## config.mk

```make
export PLATFORM = sky130hd
export DESIGN_NAME = divider_32bit
export DESIGN_NICKNAME = d
export VERILOG_FILES = /design/src/rtl/cpu_defs_pkg.sv /design/src/rtl/div_step_32bit.sv /design/src/rtl/divider_32bit.sv
export SDC_FILE = /design/constraint.sdc
export NUM_CORES = 1
export LEC_CHECK = 0
export BUFFER_PORTS_ARGS = -buffer_cell sky130_fd_sc_hd__clkbuf_2
export CAP_MARGIN = 20
export CORE_UTILIZATION = 40
export CTS_CLUSTER_DIAMETER = 100
export DETAILED_ROUTE_END_ITERATION = 10
export HOLD_SLACK_MARGIN = 0.12
export PLACE_DENSITY = 0.58
export SETUP_SLACK_MARGIN = 0.5
export SYNTH_ARGS = -nofsm -noshare
export SYNTH_HDL_FRONTEND = slang
export SYNTH_SLANG_ARGS = --single-unit
```

## constraint.sdc

```tcl
create_clock -name CLK -period 10.5 [get_ports CLK]
set_input_delay 2.1 -clock CLK [delete_from_list [all_inputs] [get_ports CLK]]
set_output_delay 2.1 -clock CLK [all_outputs]
set_load 0.01 [all_outputs]
```

## src/rtl/cpu_defs_pkg.sv

```systemverilog
// Shared CPU definitions: divider op codes, divider FSM encoding, latency.
package cpu_defs_pkg;

    // Divider op select (funct3[1:0])
    localparam logic [1:0] DIV_OP_DIV  = 2'b00;
    localparam logic [1:0] DIV_OP_DIVU = 2'b01;
    localparam logic [1:0] DIV_OP_REM  = 2'b10;
    localparam logic [1:0] DIV_OP_REMU = 2'b11;

    // Divider FSM state encoding
    localparam logic [1:0] DIV_ST_IDLE   = 2'd0;
    localparam logic [1:0] DIV_ST_CALC   = 2'd1;
    localparam logic [1:0] DIV_ST_FINISH = 2'd2;

    // Edges from accepting START to registering RESULT
    localparam int DIV_LATENCY = 34;

endpackage

```

## src/rtl/div_step_32bit.sv

```systemverilog
// One restoring-division iteration: shift {rem, quo} left and try to subtract.
module div_step_32bit #(
    parameter int WIDTH = 32
) (
    input  logic [WIDTH-1:0] rem,
    input  logic [WIDTH-1:0] quo,
    input  logic [WIDTH-1:0] divisor,
    output logic [WIDTH-1:0] rem_nxt,
    output logic [WIDTH-1:0] quo_nxt
);

    logic [WIDTH:0] shifted;
    logic [WIDTH:0] trial;

    // The shifted remainder can reach 2^WIDTH, so the trial is one bit wider.
    // When it does, the subtraction always succeeds and the result fits again.
    always_comb begin
        shifted = {rem, quo[WIDTH-1]};
        trial   = shifted - {1'b0, divisor};
        if (!trial[WIDTH]) begin
            rem_nxt = trial[WIDTH-1:0];
            quo_nxt = {quo[WIDTH-2:0], 1'b1};
        end else begin
            rem_nxt = shifted[WIDTH-1:0];
            quo_nxt = {quo[WIDTH-2:0], 1'b0};
        end
    end

endmodule

```

## src/rtl/divider_32bit.sv

```systemverilog
// RV32M DIV/DIVU/REM/REMU unit: one quotient bit per cycle, fixed 34-edge latency.
module divider_32bit
    import cpu_defs_pkg::*;
#(
    parameter int WIDTH = 32
) (
    input  logic             CLK,
    input  logic             RESET,
    input  logic             START,
    input  logic [1:0]       OP,
    input  logic [WIDTH-1:0] DATA1,
    input  logic [WIDTH-1:0] DATA2,
    input  logic             KILL,
    output logic [WIDTH-1:0] RESULT,
    output logic             BUSY,
    output logic             DONE
);

    localparam int CNT_W = $clog2(WIDTH);

    logic [1:0]       state_q,   state_d;
    logic [CNT_W-1:0] cnt_q,     cnt_d;
    logic [1:0]       op_q,      op_d;
    logic [WIDTH-1:0] rem_q,     rem_d;
    logic [WIDTH-1:0] quo_q,     quo_d;
    logic [WIDTH-1:0] divisor_q, divisor_d;
    logic [WIDTH-1:0] data1_q,   data1_d;
    logic             qsign_q,   qsign_d;
    logic             rsign_q,   rsign_d;
    logic             dz_q,      dz_d;
    logic             ovf_q,     ovf_d;
    logic [WIDTH-1:0] result_q,  result_d;
    logic             done_q,    done_d;

    logic [WIDTH-1:0] step_rem, step_quo;
    logic             op_signed, op_is_rem;
    logic [WIDTH-1:0] abs1, abs2;

    div_step_32bit #(.WIDTH(WIDTH)) u_step (
        .rem     (rem_q),
        .quo     (quo_q),
        .divisor (divisor_q),
        .rem_nxt (step_rem),
        .quo_nxt (step_quo)
    );

    // Next-state logic: operand capture, iteration, result fix-up, abort
    always_comb begin
        state_d   = state_q;
        cnt_d     = cnt_q;
        op_d      = op_q;
        rem_d     = rem_q;
        quo_d     = quo_q;
        divisor_d = divisor_q;
        data1_d   = data1_q;
        qsign_d   = qsign_q;
        rsign_d   = rsign_q;
        dz_d      = dz_q;
        ovf_d     = ovf_q;
        result_d  = result_q;
        done_d    = 1'b0;

        op_signed = (OP == DIV_OP_DIV) || (OP == DIV_OP_REM);
        abs1      = (op_signed && DATA1[WIDTH-1]) ? -DATA1 : DATA1;
        abs2      = (op_signed && DATA2[WIDTH-1]) ? -DATA2 : DATA2;
        op_is_rem = (op_q == DIV_OP_REM) || (op_q == DIV_OP_REMU);

        case (state_q)
            DIV_ST_IDLE: begin
                if (START) begin
                    state_d   = DIV_ST_CALC;
                    cnt_d     = '0;
                    op_d      = OP;
                    rem_d     = '0;
                    quo_d     = abs1;
                    divisor_d = abs2;
                    data1_d   = DATA1;
                    qsign_d   = op_signed && (DATA1[WIDTH-1] ^ DATA2[WIDTH-1]);
                    rsign_d   = op_signed && DATA1[WIDTH-1];
                    dz_d      = (DATA2 == '0);
                    ovf_d     = op_signed && (DATA1 == {1'b1, {(WIDTH-1){1'b0}}})
                                          && (DATA2 == '1);
                end
            end
            DIV_ST_CALC: begin
                rem_d = step_rem;
                quo_d = step_quo;
                cnt_d = cnt_q + 1'b1;
                if (cnt_q == CNT_W'(WIDTH-1))
                    state_d = DIV_ST_FINISH;
            end
            DIV_ST_FINISH: begin
                state_d = DIV_ST_IDLE;
                done_d  = 1'b1;
                if (dz_q)
                    result_d = op_is_rem ? data1_q : '1;
                else if (ovf_q)
                    result_d = op_is_rem ? '0 : {1'b1, {(WIDTH-1){1'b0}}};
                else if (op_is_rem)
                    result_d = rsign_q ? -rem_q : rem_q;
                else
                    result_d = qsign_q ? -quo_q : quo_q;
            end
            default: state_d = DIV_ST_IDLE;
        endcase

        // Flush wins over everything, including a START in the same cycle
        if (KILL) begin
            state_d  = DIV_ST_IDLE;
            done_d   = 1'b0;
            result_d = result_q;
        end
    end

    // State registers with asynchronous reset
    always_ff @(posedge CLK or posedge RESET) begin
        if (RESET) begin
            state_q   <= DIV_ST_IDLE;
            cnt_q     <= '0;
            op_q      <= '0;
            rem_q     <= '0;
            quo_q     <= '0;
            divisor_q <= '0;
            data1_q   <= '0;
            qsign_q   <= 1'b0;
            rsign_q   <= 1'b0;
            dz_q      <= 1'b0;
            ovf_q     <= 1'b0;
            result_q  <= '0;
            done_q    <= 1'b0;
        end else begin
            state_q   <= state_d;
            cnt_q     <= cnt_d;
            op_q      <= op_d;
            rem_q     <= rem_d;
            quo_q     <= quo_d;
            divisor_q <= divisor_d;
            data1_q   <= data1_d;
            qsign_q   <= qsign_d;
            rsign_q   <= rsign_d;
            dz_q      <= dz_d;
            ovf_q     <= ovf_d;
            result_q  <= result_d;
            done_q    <= done_d;
        end
    end

    assign RESULT = result_q;
    assign DONE   = done_q;
    assign BUSY   = (state_q == DIV_ST_CALC) || (state_q == DIV_ST_FINISH);

endmodule

```

==> metrics.md <==
| Metric | Value |
|---|---|
| Yosys cell types | `86` |
| Pre-Repair DR Iteration Count | `5` |
| Critical path capture point type | `register` |
| Met2 Wirelength | `16700 um` |
| Crit Reg-Reg Endpoint | `rem_q[3]` |
| Clk_skew | `0.0115 ns` |
| #FFs+latches synth | `173` |
| Cells after Synth | `1447` |
| Clock Pin Slew Worst Setup and Hold Paths | `0.07 ns` |
| Power density cells | `165 nW/um^2` |
| Synthesized Nets | `1561` |
| Core area | `29800 sq um` |
| Grt total ovfl | `0` |
| Ant diodes | `0` |
| CP Cell Sequence | `clkbuf_2 > inv_1 > ha_1 > or3b_1 > nor4b_4 > and2_4 > nand2_1 > or3_1 > o31ai_2 > xnor2_1 > o22ai_1 > a21oi_1` |
| CTS Buffer Depth | `2` |
| Worst hold path cell count | `2` |
| Relative slew slack | `0.252` |
| Fmax achieved | `230 MHz` |
| Clock network power share | `0.299` |
| MaxCap Viol Count | `0` |
| RSZ-0062 raised after global routing | `no` |
| Cells resized by post-CTS repair | `0` |
| Die Y | `177 um` |
| Met3 Wirelength | `1710 um` |
| Hold Crit Start | `cnt_q[4]` |
| WL/cell | `18.6 um` |
| Psw | `829 uW` |
| FF-to-FF path depth | `13` |
| Largest net degree at the start of global routing | `95` |
| Post-route worst setup slack | `6.16 ns` |
| Clk sinks | `173` |
| Final ANT Viol Nets | `0` |
| Initial antenna violation count | `0` |
| Crit path max-delay family | `simple AND/OR/NAND/NOR gates` |
| Final Core Density | `0.458` |
| GRT Overall Usage | `0.233` |
| Max layer used | `met4` |
| Ratio of cells with drive above 1 in the final layout | `0.145` |
| Crit-path max cell delay | `0.43 ns` |
| Slew Limit Fails | `0` |
| HPWL Detailed | `25700 um` |
| WS Path Type | `in -> reg` |
| Comb power frac | `0.304` |
| Internal | `1.42 mW` |
| Hold Buf Count CTS | `0` |
| Htree depth | `4` |
| Register area share after synthesis | `0.355` |
| YS warnings | `0` |
| Synthesis-to-layout area growth | `11.7%` |
| Final hold violation count | `0` |
| Initial DRC Count | `757` |
| Vias in the first global route | `10500` |
| Kind of start point of the critical path | `primary input` |
| VDD IR-drop max | `0.000120 V` |
| Slowest-stage cell, CP | `or3b_1` |
| Async set-reset flop share out of synthesis | `1.00` |
| LEAKAGE | `6.08 nW` |
| CTS tree | `done` |
| Hold WS | `0.476 ns` |
| Hold WC Path Type | `reg -> reg` |
| Worst EP required | `10.86 ns` |
| Total vias in the final route | `10700` |
| Final setup TNS | `0 ns` |
| Crit path max fanout | `6` |
| Fill cells | `3006` |
| Hold path endpoint | `cnt_q[4]` |
| Least-Margin Pin Slew | `1.09 ns` |
| Synth Flop Type | `dfrtp_1` |
| Met1 Routed Length | `16200 um` |
| Via density per instance | `5.63` |
| # setup viols final | `0` |
| R2R Path Start | `quo_q[31]` |
| Nets | `1622` |
| Rows | `63` |
| Die Area | `31200 sq um` |
| WP buf/inv | `2` |
| DP Worst Slack | `5.71 ns` |
| Final worst path period need | `4.34 ns` |
| Post-CTS Setup Inserts | `0` |
| DR DRC count | `0` |
| Root buf cell | `clkbuf_16` |
| Sequential power share | `0.397` |
| Clock latency on the worst-skew pair | `0.44 ns` |
| Inserted Clock Buffers | `17` |
| WL final | `35500 um` |
| Crit share post-route | `0.414` |
| Initial Util | `0.410` |
| Worst path arrival time | `4.70 ns` |
| PortBufs | `103` |
| Sw Share | `0.369` |
| Die extent in x | `177 um` |
| Placer Congestion | `0.871` |
| R2r setup slk | `6.74 ns` |
| Avg Cell Area, Syn | `8.43 sq um` |
| Global-route wire length before repair | `56800 um` |
| Number of synthesized flops with an enable pin | `0` |
| Status | `complete, no violations` |
| IO Pins | `104` |
| Mapped cell area | `12200 sq um` |
## registers in the layout, summed over array words and instances (netlist names)
name       cells
RESULT        32
quo_q         32
data1_q       32
rem_q         32
state_q        2
rsign_q        1
DONE           1
op_q           1
qsign_q        1
ovf_q          1
divisor_q     32
cnt_q          5
dz_q           1
## logic make-up after synthesis
family,Yosys count,synth area share
compound gates,446,0.224
xor+xnor,142,0.102
fa+ha+maj,44,0.0457
buf+inv,138,0.0455
flops,173,0.355
mux,63,0.0553
simple gates,441,0.173
## tightest hold or removal path: cells and delay by family (launching register included)
family        cells  cell delay [ns]
simple gates      2             0.10
flops             1             0.35
## synth_stat cells, types with 5 or more instances
cell      count  area share
nand4_1      14      0.0072
o21ai_0     172       0.071
o31ai_1      39       0.024
nor2b_1       7      0.0036
mux2_2       35       0.032
o22ai_1      15      0.0077
buf_1         6      0.0018
xnor2_1      60       0.043
nand3_1      30       0.012
o21ai_1      12      0.0049
dfrtp_1     173        0.35
a21o_1       11      0.0068
inv_1        59       0.018
ha_1         43       0.044
nand2b_1     17      0.0087
or4_1         9      0.0055
or3_1        16      0.0082
clkbuf_1     61       0.019
xor2_1       82       0.059
o41ai_1      13      0.0093
o21a_1       11      0.0068
nand2_1     199       0.061
nor2_1       89       0.027
a211oi_1      5      0.0031
o211ai_1      9      0.0055
nor4_1        7      0.0036
nor3_1       18      0.0074
a31oi_1      14      0.0072
a21oi_1      95       0.039
mux2i_1      28       0.023
## metal layers
| metal | GRT usage | vias up |
|---|---|---|
| li1 | - | 5286 |
| met1 | 0.316 | 5185 |
| met2 | 0.383 | 238 |
| met3 | 0.0299 | 35 |
| met4 | 0.0769 | 0 |
| met5 | 0 | - |
## area by class of cell
| cell class | instances | area, sq um | share of cell area |
|---|---|---|---|
| inverter | 62 | 238 | 0.0174 |
| tap | 390 | 488 | 0.0358 |
| clock buffer | 18 | 439 | 0.0322 |
| sequential | 173 | 4330 | 0.318 |
| clock inverter | 13 | 165 | 0.0121 |
| timing repair buffer | 118 | 626 | 0.0459 |
| multi-input combinational | 1136 | 7350 | 0.539 |
## placed cells by master, fill, tap and decap left out, types with 4 or more instances in the layout
cell type   instances
nand2_1           198
dfrtp_1           172
o21ai_0           172
clkbuf_2          103
a21oi_1            95
nor2_1             89
xor2_1             82
xnor2_1            60
inv_1              58
ha_1               42
o31ai_1            39
mux2_2             35
nand3_1            30
mux2i_1            28
nor3_1             18
nand2b_1           17
clkbuf_16          17
or3_1              16
o22ai_1            15
nand4_1            14
a31oi_1            14
buf_4              14
o41ai_1            13
o21a_1             11
a21o_1             11
o21ai_1            11
o211ai_1            9
or4_1               9
nor2b_1             7
nor4_1              7
a211oi_1            5
a2111oi_0           4
a211o_1             4
o21bai_1            4
a32o_1              4
o311ai_0            4
inv_6               4
clkinvlp_4          4
## power groups by stage
| stage | clock network, mW | logic [mW] | registers, mW |
|---|---|---|---|
| 2_1_floorplan | 0 | 0.513 | 0.863 |
| 5_1_grt | 0.712 | 0.765 | 0.908 |
| 6_report | 0.672 | 0.684 | 0.891 |
| 3_5_place_dp | 0 | 0.683 | 0.903 |
| 3_3_place_gp | 0 | 0.674 | 0.900 |
| 4_1_cts | 0.687 | 0.686 | 0.890 |
## worst max path at each step
stage / depth (start not counted) / start / endpoint
2_1_floorplan: 1 / RESET / DONE
3_5_place_dp: 12 / DATA1[0] / quo_q[30]
5_1_grt: 12 / DATA1[0] / quo_q[30]
3_3_place_gp: 12 / DATA1[1] / quo_q[30]
6_report: 12 / DATA1[1] / quo_q[30]
4_1_cts: 12 / DATA1[0] / quo_q[30]
## stage by stage
stage          std cells  total power [mW]  instance area, sq um
2_1_floorplan       1447              1.38                 12200
3_3_place_gp        1878              1.57                 13000
3_5_place_dp        1878              1.59                 13000
4_1_cts             1909              2.26                 13600
5_1_grt             1910              2.39                 13600
6_report            1910              2.25                 13600
(Power assumes the default switching activity.)
